### src/rtl/counter_cmd_ctrl.sv
// rtl/counter_cmd_ctrl.sv - run/stop/clear/mode controller merging button pulses and UART commands
// Optional feature: CMD_ECHO_EN echoes accepted UART command bytes into the TX FIFO.
module counter_cmd_ctrl #(
  parameter int CLK_HZ  = 100_000_000,
  parameter int TICK_HZ = 100
) (
  input  logic       clk,
  input  logic       rst,
  input  logic       btn_run,
  input  logic       btn_clear,
  input  logic       btn_mode,
  input  logic       rx_empty,
  input  logic [7:0] rx_rdata,
  output logic       rx_pop,
  input  logic       tx_full,
  output logic       tx_push,
  output logic [7:0] tx_wdata,
  output logic       o_tick,
  output logic       o_clear,
  output logic       o_mode,
  output logic       o_running
);

  localparam int DIV = CLK_HZ / TICK_HZ;
  localparam int DW  = (DIV > 2) ? $clog2(DIV) : 1;
  localparam logic [DW-1:0] DIV_LAST = DW'(DIV - 1);

  typedef enum logic {STOP = 1'b0, RUN = 1'b1} run_state_t;
  typedef enum logic {RX_IDLE = 1'b0, RX_WAIT = 1'b1} rx_state_t;

  run_state_t    run_state;
  rx_state_t     rx_state;
  logic [DW-1:0] div_cnt;

  logic any_btn;
  logic is_run_byte, is_clear_byte, is_mode_byte;
  logic cmd_run, cmd_clear, cmd_mode;
  logic stay_run;

  assign any_btn = btn_run | btn_clear | btn_mode;

  // Pop is combinational so the FWFT head byte is consumed in the cycle it is decoded.
  assign rx_pop = !rst && (rx_state == RX_IDLE) && !rx_empty && !any_btn;

  assign is_run_byte   = (rx_rdata == 8'h52) || (rx_rdata == 8'h72);
  assign is_clear_byte = (rx_rdata == 8'h43) || (rx_rdata == 8'h63);
  assign is_mode_byte  = (rx_rdata == 8'h4D) || (rx_rdata == 8'h6D);

  assign cmd_run   = btn_run   | (rx_pop & is_run_byte);
  assign cmd_clear = btn_clear | (rx_pop & is_clear_byte);
  assign cmd_mode  = btn_mode  | (rx_pop & is_mode_byte);

  // The divider only advances on cycles that stay in RUN, so a tick can never land in STOP.
  assign stay_run = (run_state == RUN) && !cmd_run && !cmd_clear;

  assign o_running = (run_state == RUN);

  always_ff @(posedge clk) begin
    if (rst) begin
      run_state <= STOP;
      rx_state  <= RX_IDLE;
      div_cnt   <= '0;
      o_tick    <= 1'b0;
      o_clear   <= 1'b0;
      o_mode    <= 1'b0;
    end else begin
      rx_state <= rx_pop ? RX_WAIT : RX_IDLE;
      o_clear  <= cmd_clear;
      o_tick   <= 1'b0;
      if (cmd_clear) begin
        run_state <= STOP;
        div_cnt   <= '0;
      end else begin
        if (cmd_run) begin
          run_state <= (run_state == RUN) ? STOP : RUN;
        end
        if (stay_run) begin
          if (div_cnt == DIV_LAST) begin
            div_cnt <= '0;
            o_tick  <= 1'b1;
          end else begin
            div_cnt <= div_cnt + 1'b1;
          end
        end
      end
      if (cmd_mode) begin
        o_mode <= !o_mode;
      end
    end
  end

`ifdef CMD_ECHO_EN
  logic       echo_pend;
  logic [7:0] echo_byte;

  // A full TX FIFO drops the echo rather than stalling command processing.
  assign tx_push  = echo_pend & ~tx_full;
  assign tx_wdata = echo_byte;

  always_ff @(posedge clk) begin
    if (rst) begin
      echo_pend <= 1'b0;
      echo_byte <= 8'h00;
    end else begin
      echo_pend <= rx_pop & (is_run_byte | is_clear_byte | is_mode_byte);
      if (rx_pop) begin
        echo_byte <= rx_rdata;
      end
    end
  end
`else
  logic unused_tx_full;

  assign unused_tx_full = tx_full;
  assign tx_push        = 1'b0;
  assign tx_wdata       = 8'h00;
`endif

endmodule

### config.mk
export PLATFORM = sky130hd
export DESIGN_NAME = counter_cmd_ctrl
export DESIGN_NICKNAME = d
export VERILOG_FILES = /design/src/rtl/counter_cmd_ctrl.sv
export SDC_FILE = /design/constraint.sdc
export NUM_CORES = 1
export LEC_CHECK = 0
export BUFFER_PORTS_ARGS = -buffer_cell sky130_fd_sc_hd__clkbuf_2
export CAP_MARGIN = 20
export CELL_PAD_IN_SITES_DETAIL_PLACEMENT = 0
export CELL_PAD_IN_SITES_GLOBAL_PLACEMENT = 1
export CORE_MARGIN = 2
export CORE_UTILIZATION = 30
export DETAILED_ROUTE_END_ITERATION = 8
export GPL_TIMING_DRIVEN = 1
export PLACE_DENSITY = 0.61
export SYNTH_ARGS = -nofsm -noshare
export SYNTH_HDL_FRONTEND = slang
export SYNTH_SLANG_ARGS = --single-unit
### constraint.sdc
create_clock -name clk -period 2.45 [get_ports clk]
set_input_delay 0 -clock clk [delete_from_list [all_inputs] [get_ports clk]]
set_output_delay 0 -clock clk [all_outputs]
set_load 0.01 [all_outputs]
==> results by group, run 1 <==
Critical path
  • CP required: between 2000 and 3000 ps
  • R2R Path Start: div_cnt[0]
  • Worst Path Arrival: ~2300 ps
  • Slowest stage cell, crit path: nor2_1
  • Worst setup SP type: register
  • Worst R2R Setup Slack: a little over 300 ps
  • FF-to-FF End: div_cnt[17]
  • Slowest stage delay, CP: ~560 ps
  • CP Cell Sequence: ha_1 -> and3_1 -> nand3_1 -> nor2_1 -> nor3_1 -> a211o_1
  • R2r worst-path depth: 6
  • Critical path class: register to register
  • CP endpoint kind: register
  • Critical path peak fanout: 9

Synth
  • Post-synth ARST share: 0
  • Yosys reg bits: 25
  • Synth Area in Simple Gates: 0.3490
  • Post-synth EDFFs: 0
  • Synthesis Warnings: 0
  • Area leader, netlist: dfxtp_1
  • Seq/Total Area, Yosys: 0.3364
  • Compound-Gate Fraction of Synth Area: 0.2010
  • Synth area leaders: dfxtp_1, buf_4, a21oi_1
  • Main synth FF type: dfxtp_1
  • Most common cell in the synthesized netlist: dfxtp_1
  • Synthesized instance count: about 170
  • Synthesized area: approximately 1500 µm²
  • Synth Area in Adders: 0.008410
  • Top post-synthesis cells by count: dfxtp_1, nor2_1, a21oi_1
  • Largest family of logic cells by synthesized area: simple AND/OR/NAND/NOR gates
  • Syn Area/Cell: 8.550 µm²
  • Multiplexer share of the synthesized area: 0.007569
  • Top cell type's share of synthesized area: 0.3364
  • Xor/xnor share of the synthesized area: 0.02944
  • Netlist cell types: 53

Pwr
  • Max IR drop VDD: 0.1873 mV
  • Leak: 0.5783 nW
  • PwrDens: 443.6 nW/µm²
  • Power, Total: between 700 and 800 µW

Placement
  • Dpl ws: between 300 and 400 ps
  • PortBufs: 17
  • GPL Wtd Cong: around 0.84
  • DP Area: roughly 1600 µm²
  • Post-DP HPWL: around 2.8 mm
  • Inst Count DP: roughly 260

Detailed routing
  • First drt pass iteration count: 4
  • Vias per cell: 5.356
  • Routed Wire Length: between 3 and 4 mm
  • Antenna viol nets, final: 0
  • DRC Markers: 0
  • Vias: 1414
  • WL/cell: 14.14 µm
  • Starting DRT DRC Count: slightly below 90

Floorplan
  • Die W: between 70 and 80 µm
  • Die area: between 5000 and 6000 µm²
  • # IOs: 29
  • Die Y: ~74 µm
  • Initial Util: 0.3129
  • Core Region: 4755 µm²
  • Row count: 25

Timing
  • Fin crit share: 0.8746
  • Max_slew headroom: 0.5502
  • Worst slew pin tran: ~670 ps
  • Max-slew violations: 0
  • Fmax: 0.4667 GHz
  • Final worst setup slack: between 300 and 400 ps
  • Final Skew: 11.08 ps
  • # setup viols final: 0
  • Final Hold Viols: 0
  • Tmin final: 2143 ps
  • Final TNS setup: 0 ps
  • RSZ-0062 raised after global routing: false

Global route
  • Global-route wire length before repair: around 6.3 mm
  • Largest net degree at the start of global routing: 18
  • GR Util All Layers: 0.1480
  • Initial antenna violation count: 0
  • Gr ovfl total: 0
  • Vias in the first global route: 1365

Hold path
  • Worst Hold Path EP: rx_state
  • Hold Crit Class: input port to register
  • Worst Hold Depth: 3
  • Worst hold start: rx_empty

Flow run
  • Max_cap viols: 0

Clocking
  • Clk sink count: 25
  • Worst skew pair latency: 280 ps
  • TritonCTS Buffers: 3
  • TritonCTS clock tree: yes
  • H-tree lvl count: 1
  • Maximum root-to-sink buffer count: 2
  • Root Buffer: clkbuf_8
  • Worst-path clk slew: ~100 ps

Finish
  • Cell area after layout: between 1500 and 2000 µm²
  • Layout Area Growth over Synthesis: 14.05%
  • N_diodes: 0
  • Area of the multi-input gates: slightly above 900 µm²
  • Final Non-Filler Cells: 264
  • Register area: approximately 500 µm²
  • Fillers: roughly 530
  • Final net count: roughly 210
  • Layout cell share with drive strength beyond 1: 0.2081

Status
  • Status: completed
metal layers:
layer / global-route usage / vias to the layer above / routed length (µm)
li1: - / 698 / -
met1: 0.2028 / 661 / 1737
met2: 0.2252 / 46 / 1746
met3: 0.02575 / 9 / 163
met4: 0.07143 / 0 / 85
met5: 0 / - / 0
per-stage QoR:
stage	hold WS (ps)	util
floorplan	65.20	-
global route	65.43	0.3568
global placement	235.0	0.3421
finish	49.03	0.3568
detailed placement	240.8	0.3421
CTS	45.40	0.3568
layout by cell type, fill, tap and decap left out, types with 4 or more instances in the layout:
master,instances
dfxtp_1,25
nand3_1,6
buf_4,4
nand4_1,4
nor3_1,9
a21oi_1,12
nor4_1,5
conb_1,9
o21ai_0,8
clkbuf_2,17
nand2_1,11
nor2_1,15
a31oi_1,7
what timing repair did:
item / 4_1_cts / 5_1_grt
endpoints found under the hold margin: 3 / 0
endpoints found under the setup margin: 0 / 0
gates resized for setup: 0 / 0
hold buffers: 2 / 0
buffers inserted: 0 / 0
critical path, delay by kind of cell (launching register included):
family / cells / cell delay [ps]
adders and majority gates: 1 / 230
AOI/OAI and AO/OA: 1 / 300
and+or+nand+nor: 4 / 1070
DFF: 1 / 440
sequential cells by signal (all words and copies together), names as in the netlist:
name       cells
o_mode         1
rx_state       1
o_tick         1
o_running      1
div_cnt       20
o_clear        1
how the worst max path moves through the flow:
| stage | start | to | slack [ps] | depth (start not counted) |
|---|---|---|---|---|
| final | div_cnt[0] | div_cnt[17] | 310 | 6 |
| after global routing | div_cnt[0] | div_cnt[12] | 50 | 6 |
| after global placement | div_cnt[0] | div_cnt[16] | 340 | 6 |
| after floorplan | rx_state | div_cnt[16] | 520 | 5 |
| after detailed placement | div_cnt[0] | div_cnt[16] | 340 | 6 |
| after CTS | div_cnt[0] | div_cnt[16] | 290 | 6 |
power breakdown:
| part | internal, mW | switching [mW] |
|---|---|---|
| registers | 0.410 | 0.00308 |
| logic | 0.0274 | 0.0431 |
| clock network | 0.120 | 0.149 |
cell type report:
| class | instances | area share |
|---|---|---|
| Tap cell | 67 | 0.04941 |
| Sequential cell | 25 | 0.2950 |
| Clock inverter | 1 | 0.005162 |
| Multi-Input combinational cell | 143 | 0.5420 |
| Timing Repair Buffer | 23 | 0.07965 |
| Inverter | 2 | 0.004425 |
| Clock buffer | 3 | 0.02434 |
cell families (layout without fill, tap and decap cells):
kind of cell,Yosys count,after routing
compound gates,44,44
xor+xnor,5,5
fa+ha+maj,1,1
buf+inv,14,29
flops,25,25
mux,1,1
other cells,1,9
simple gates,83,83
(Power assumes the default switching activity.)
==> run 2, diff against run 1 <==
--- a/config.mk
+++ b/config.mk
@@ -13,6 +13,7 @@
 export CORE_UTILIZATION = 30
 export DETAILED_ROUTE_END_ITERATION = 8
 export GPL_TIMING_DRIVEN = 1
+export HOLD_SLACK_MARGIN = 0.1
 export PLACE_DENSITY = 0.61
 export SYNTH_ARGS = -nofsm -noshare
 export SYNTH_HDL_FRONTEND = slang
==> run 2 against run 1 <==
Effect of this change: routed wire length increased by 1.3%; maximum frequency decreased by 2.1%; critical path depth increased by 2; sequential share of layout area decreased by 0.51 points; clock power about the same; final area increased by 1.8%; clock-buffer cell count unchanged; global-route usage increased by 0.11 points; critical endpoint is now o_mode; largest cell class unchanged; highest routed layer unchanged.
==> results by group, run 2 (same netlist as run 1, synthesis figures left out) <==
Status
  • Status: completed (unchanged)

Finish
  • Final net count: 217 (was 214)
  • N_diodes: 0 (unchanged)
  • Commonest non-fill, non-tap cells in the layout: dfxtp_1, clkbuf_2, nor2_1 (unchanged)
  • Largest reg by FF count: div_cnt (unchanged)
  • Fillers: 522 (was 526)
  • Final Non-Filler Cells: 267 (was 264)
  • Max reg flops: 20 (unchanged)
  • Layout cell share with drive strength beyond 1: 0.2050 (was 0.2081)
  • Layout Area Growth over Synthesis: 16.06% (was 14.05%)
  • Commonest non-fill, non-tap cell in the layout: dfxtp_1 (unchanged)
  • Area of the multi-input gates: 919.6 µm² (unchanged)
  • Register area: 500.5 µm² (unchanged)

Clocking
  • Root Buffer: clkbuf_8 (unchanged)
  • Clk sink count: 25 (unchanged)
  • Worst skew pair latency: 280 ps (about the same)
  • Setup repair bufs after CTS: 0 (unchanged)
  • Maximum root-to-sink buffer count: 2 (unchanged)
  • Worst-path clk slew: 90 ps (was 100 ps)
  • H-tree lvl count: 1 (unchanged)
  • TritonCTS Buffers: 3 (unchanged)
  • TritonCTS clock tree: yes (unchanged)

Global route
  • Gr ovfl total: 0 (unchanged)
  • GR Util All Layers: 0.1492 (was 0.1480)
  • Largest net degree at the start of global routing: 18 (unchanged)
  • Vias in the first global route: 1389 (was 1365)
  • Global-route wire length before repair: 6.389 mm (was 6.334 mm)
  • Initial antenna violation count: 0 (unchanged)

Placement
  • GPL Wtd Cong: 0.8366 (unchanged)
  • Post-DP HPWL: 2.791 mm (unchanged)
  • Inst Count DP: 258 (unchanged)
  • PortBufs: 17 (unchanged)
  • Dpl ws: 339.5 ps (unchanged)

Critical path
  • CP required: 2620 ps (about the same)
  • Critical path class: input port to register (was register to register)
  • Worst setup SP type: input port (was register)
  • Critical path peak fanout: 4 (was 9)
  • CP endpoint kind: register (unchanged)
  • Worst Path Arrival: 2360 ps (was 2310 ps)

Hold path
  • Hold Crit Class: input port to register (unchanged)

Timing
  • RSZ-0062 raised after global routing: false (unchanged)
  • Final Skew: 10.48 ps (was 11.08 ps)
  • Fmax: 0.4569 GHz (was 0.4667 GHz)
  • # setup viols final: 0 (unchanged)
  • Max_slew headroom: 0.5408 (was 0.5502)
  • Final worst setup slack: 261.2 ps (was 307.2 ps)
  • Tmin final: 2189 ps (was 2143 ps)
  • Fin crit share: 0.8934 (was 0.8746)
  • Final TNS setup: 0 ps (unchanged)
  • Final Hold Viols: 0 (unchanged)
  • Max-slew violations: 0 (unchanged)
  • Worst slew pin tran: 686.2 ps (was 672.2 ps)

Pwr
  • Switch Pwr: 196.5 µW (was 195.7 µW)
  • PwrDens: 438.6 nW/µm² (was 443.6 nW/µm²)
  • Seq pwr share: 0.545 (was 0.549)
  • Max IR drop VDD: 0.1871 mV (was 0.1873 mV)
  • Leak: 0.5901 nW (was 0.5783 nW)
  • Internal power: 560.8 µW (was 556.9 µW)
  • Comb power frac: 0.099 (was 0.094)
  • Clk pwr share: 0.355 (was 0.357)
  • Switch share: 0.2595 (was 0.2600)

Detailed routing
  • WL/cell: 14.15 µm (was 14.14 µm)
  • Vias: 1438 (was 1414)
  • Routed Wire Length: 3.779 mm (was 3.732 mm)
  • Vias per cell: 5.386 (was 5.356)
  • DRC Markers: 0 (unchanged)
  • Starting DRT DRC Count: 112 (was 87)
  • Antenna viol nets, final: 0 (unchanged)
  • First drt pass iteration count: 4 (unchanged)

Floorplan
  • Die W: 74.42 µm (unchanged)
  • Row count: 25 (unchanged)
  • Initial Util: 0.3129 (unchanged)
  • # IOs: 29 (unchanged)
  • Die Y: 74.42 µm (unchanged)
  • Die area: 5538 µm² (unchanged)
  • Core Region: 4755 µm² (unchanged)

Flow run
  • Max_cap viols: 0 (unchanged)
## run 2: area by class of cell
type                       instances  share of cell area
multi-input combinational        143              0.5326
sequential                        25              0.2899
timing repair buffer              26             0.09565
tap                               67             0.04855
clock buffer                       3             0.02391
clock inverter                     1            0.005072
inverter                           2            0.004348
## run 2: worst paths after layout
kind,start,end,slack (ps),depth (start not counted)
max,rx_empty,o_mode,260,8
min,rx_rdata[2],o_clear,160,4
max reg2reg,div_cnt[7],div_cnt[17],280,5
min reg2reg,div_cnt[14],div_cnt[14],530,2
## run 2: power groups by stage
| stage | clock network (mW) | registers [mW] | logic [mW] |
|---|---|---|---|
| 2_1_floorplan | 0 | 0.424 | 0.0495 |
| 3_3_place_gp | 0 | 0.422 | 0.0665 |
| 3_5_place_dp | 0 | 0.423 | 0.0679 |
| 4_1_cts | 0.285 | 0.413 | 0.0751 |
| 5_1_grt | 0.301 | 0.414 | 0.0838 |
| 6_report | 0.269 | 0.413 | 0.0751 |
## run 2: metal layers
| metal | vias to the layer above | global-route usage | part of all wire |
|---|---|---|---|
| met5 | - | 0 | 0 |
| met4 | 0 | 0.07143 | 0.029 |
| met3 | 13 | 0.02575 | 0.037 |
| met2 | 47 | 0.2281 | 0.46 |
| met1 | 673 | 0.2036 | 0.48 |
| li1 | 705 | - | - |
## run 2: timing repair
item                                   4_1_cts  5_1_grt
resized for setup                            0        0
endpoints found under the hold margin        3        0
hold buffers                                 5        0
setup endpoints to repair                    0        0
## run 2: worst max-delay path, cell delays in order
cell and delay, ps:
dlygate4sd3_1 530, clkbuf_2 110, or4_4 550, nor3_1 280, a31oi_1 150, xor2_1 150
nor2_1 50, dlygate4sd3_1 540
## run 2: through the flow
stage            util  hold slack (ps)  cell area (µm²)  total power [mW]
6_report       0.3632            163.0             1727            0.7573
4_1_cts        0.3632            156.5             1727            0.7733
2_1_floorplan       -            65.20             1518            0.4732
3_3_place_gp   0.3421            235.0             1627            0.4888
5_1_grt        0.3632            222.1             1727            0.7994
3_5_place_dp   0.3421            240.8             1627            0.4907
==> run 3, diff against run 2 <==
--- a/config.mk
+++ b/config.mk
@@ -14,7 +14,9 @@
 export DETAILED_ROUTE_END_ITERATION = 8
 export GPL_TIMING_DRIVEN = 1
 export HOLD_SLACK_MARGIN = 0.1
+export MAX_ROUTING_LAYER = met4
 export PLACE_DENSITY = 0.61
+export SKIP_LAST_GASP = 1
 export SYNTH_ARGS = -nofsm -noshare
 export SYNTH_HDL_FRONTEND = slang
 export SYNTH_SLANG_ARGS = --single-unit
==> run 3 against run 2 <==
Effect of this change: sequential share of layout area unchanged; global-route usage up 0.46 points; clock power about the same; combinational power about the same; via count unchanged; first-iteration DRC count down 2.7%; clock-buffer cell count unchanged; power unchanged; flip-flop and latch count unchanged; critical path depth unchanged; critical endpoint unchanged.
==> results by group, run 3 (same netlist as run 1, synthesis figures left out) <==
Clocking
  • Worst skew pair latency: 280 ps (about the same)
  • Maximum root-to-sink buffer count: 2 (unchanged)
  • Worst-path clk slew: 90 ps (about the same)
  • H-tree lvl count: 1 (unchanged)
  • Clk sink count: 25 (unchanged)
  • Root Buffer: clkbuf_8 (unchanged)
  • TritonCTS clock tree: yes (unchanged)
  • TritonCTS Buffers: 3 (unchanged)

Pwr
  • Comb power frac: 0.099 (about the same)
  • Leak: 0.5901 nW (unchanged)
  • Internal power: 560.8 µW (unchanged)
  • Switch Pwr: 196.5 µW (unchanged)
  • PwrDens: 438.6 nW/µm² (unchanged)
  • Switch share: 0.2595 (unchanged)
  • Seq pwr share: 0.545 (about the same)
  • Max IR drop VDD: 0.1871 mV (unchanged)
  • Clk pwr share: 0.355 (about the same)

Detailed routing
  • Vias: 1438 (unchanged)
  • WL/cell: 14.15 µm (unchanged)
  • Starting DRT DRC Count: 109 (was 112)
  • Antenna viol nets, final: 0 (unchanged)
  • Routed Wire Length: 3.779 mm (unchanged)
  • First drt pass iteration count: 4 (unchanged)
  • Vias per cell: 5.386 (unchanged)
  • DRC Markers: 0 (unchanged)

Placement
  • Inst Count DP: 258 (unchanged)
  • GPL Wtd Cong: 0.8495 (was 0.8366)
  • PortBufs: 17 (unchanged)
  • Post-DP HPWL: 2.791 mm (unchanged)

Timing
  • # setup viols final: 0 (unchanged)
  • Final hold slack: 163.0 ps (about the same)
  • RSZ-0062 raised after global routing: false (unchanged)
  • Fmax: 0.4569 GHz (about the same)
  • Final TNS setup: 0 ps (unchanged)
  • Max-slew violations: 0 (unchanged)
  • Final Hold Viols: 0 (unchanged)
  • Fin crit share: 0.8934 (about the same)
  • Max_slew headroom: 0.5408 (unchanged)
  • Final Skew: 10.48 ps (about the same)
  • Worst slew pin tran: 686.2 ps (unchanged)
  • Tmin final: 2189 ps (about the same)

Finish
  • Area of the multi-input gates: 919.6 µm² (unchanged)
  • Final Non-Filler Cells: 267 (unchanged)
  • Commonest non-fill, non-tap cells in the layout: dfxtp_1, clkbuf_2, nor2_1 (unchanged)
  • Max reg flops: 20 (unchanged)
  • Largest reg by FF count: div_cnt (unchanged)
  • Commonest non-fill, non-tap cell in the layout: dfxtp_1 (unchanged)
  • N_diodes: 0 (unchanged)
  • Final net count: 217 (unchanged)
  • Fillers: 522 (unchanged)
  • Layout cell share with drive strength beyond 1: 0.2050 (unchanged)
  • Register area: 500.5 µm² (unchanged)
  • Layout Area Growth over Synthesis: 16.06% (unchanged)

Critical path
  • Critical path class: input port to register (unchanged)
  • Worst Path Arrival: 2360 ps (about the same)
  • CP required: 2620 ps (about the same)
  • CP endpoint kind: register (unchanged)
  • Worst setup SP type: input port (unchanged)
  • Critical path peak fanout: 4 (unchanged)

Global route
  • Gr ovfl total: 0 (unchanged)
  • Global-route wire length before repair: 6.396 mm (was 6.389 mm)
  • GR Util All Layers: 0.1538 (was 0.1492)
  • Largest net degree at the start of global routing: 18 (unchanged)
  • Initial antenna violation count: 0 (unchanged)
  • Vias in the first global route: 1389 (unchanged)

Hold path
  • Hold Crit Class: input port to register (unchanged)

Floorplan
  • # IOs: 29 (unchanged)
  • Initial Util: 0.3129 (unchanged)
  • Row count: 25 (unchanged)
  • Die W: 74.42 µm (unchanged)
  • Die Y: 74.42 µm (unchanged)
  • Die area: 5538 µm² (unchanged)
  • Core Region: 4755 µm² (unchanged)

Status
  • Status: completed (unchanged)

Flow run
  • Max_cap viols: 0 (unchanged)
[run 3: cell counts in the layout (fill, tap and decap cells not counted)]
No cell type changed its count.
[run 3: path summary, 6_finish.rpt]
path | start | slack (ps) | depth (start not counted) | endpoint
worst max register to register | div_cnt[7] | 280 | 5 | div_cnt[17]
worst min-delay path | rx_rdata[2] | 160 | 4 | o_clear
worst max-delay path | rx_empty | 260 | 8 | o_mode
worst min register to register | div_cnt[14] | 530 | 2 | div_cnt[14]
[run 3: final cells by class]
type | instances | share of cell area
Sequential cell | 25 | 0.2899
Multi-Input combinational cell | 143 | 0.5326
Clock inverter | 1 | 0.005072
Timing Repair Buffer | 26 | 0.09565
Tap cell | 67 | 0.04855
Clock buffer | 3 | 0.02391
Inverter | 2 | 0.004348
[run 3: power by group through the flow]
| stage | registers (mW) | logic [mW] | clock network [mW] |
|---|---|---|---|
| after floorplan | 0.424 | 0.0495 | 0 |
| final | 0.413 | 0.0751 | 0.269 |
| after global placement | 0.422 | 0.0665 | 0 |
| after CTS | 0.413 | 0.0751 | 0.285 |
| after global routing | 0.414 | 0.0838 | 0.301 |
| after detailed placement | 0.423 | 0.0679 | 0 |
[run 3: per-stage QoR]
| stage | utilization | power, mW | cell area [µm²] | setup WS (ps) |
|---|---|---|---|---|
| finish | 0.3632 | 0.7573 | 1727 | 261.3 |
| global route | 0.3632 | 0.7994 | 1727 | 49.84 |
| CTS | 0.3632 | 0.7733 | 1727 | 278.6 |
| detailed placement | 0.3421 | 0.4907 | 1627 | 339.5 |
| global placement | 0.3421 | 0.4888 | 1627 | 336.3 |
| floorplan | - | 0.4732 | 1518 | 519.7 |
[run 3: what timing repair did]
action / in CTS / in global routing
hold buffers: 5 / 0
gates resized for setup: 0 / 0
endpoints found under the hold margin: 3 / 0
setup buffers: 0 / 0
[run 3: per-layer routing]
layer / part of all wire / up-vias / global-route usage
met5: 0 / - / -
met1: 0.48 / 673 / 0.2036
met4: 0.029 / 0 / 0.07143
met3: 0.037 / 13 / 0.02575
li1: - / 705 / -
met2: 0.46 / 47 / 0.2281
[run 3: worst max-delay path, cell delays in order]
cell,delay (ps)
dlygate4sd3_1,530
clkbuf_2,110
or4_4,550
nor3_1,280
a31oi_1,150
xor2_1,150
nor2_1,50
dlygate4sd3_1,540
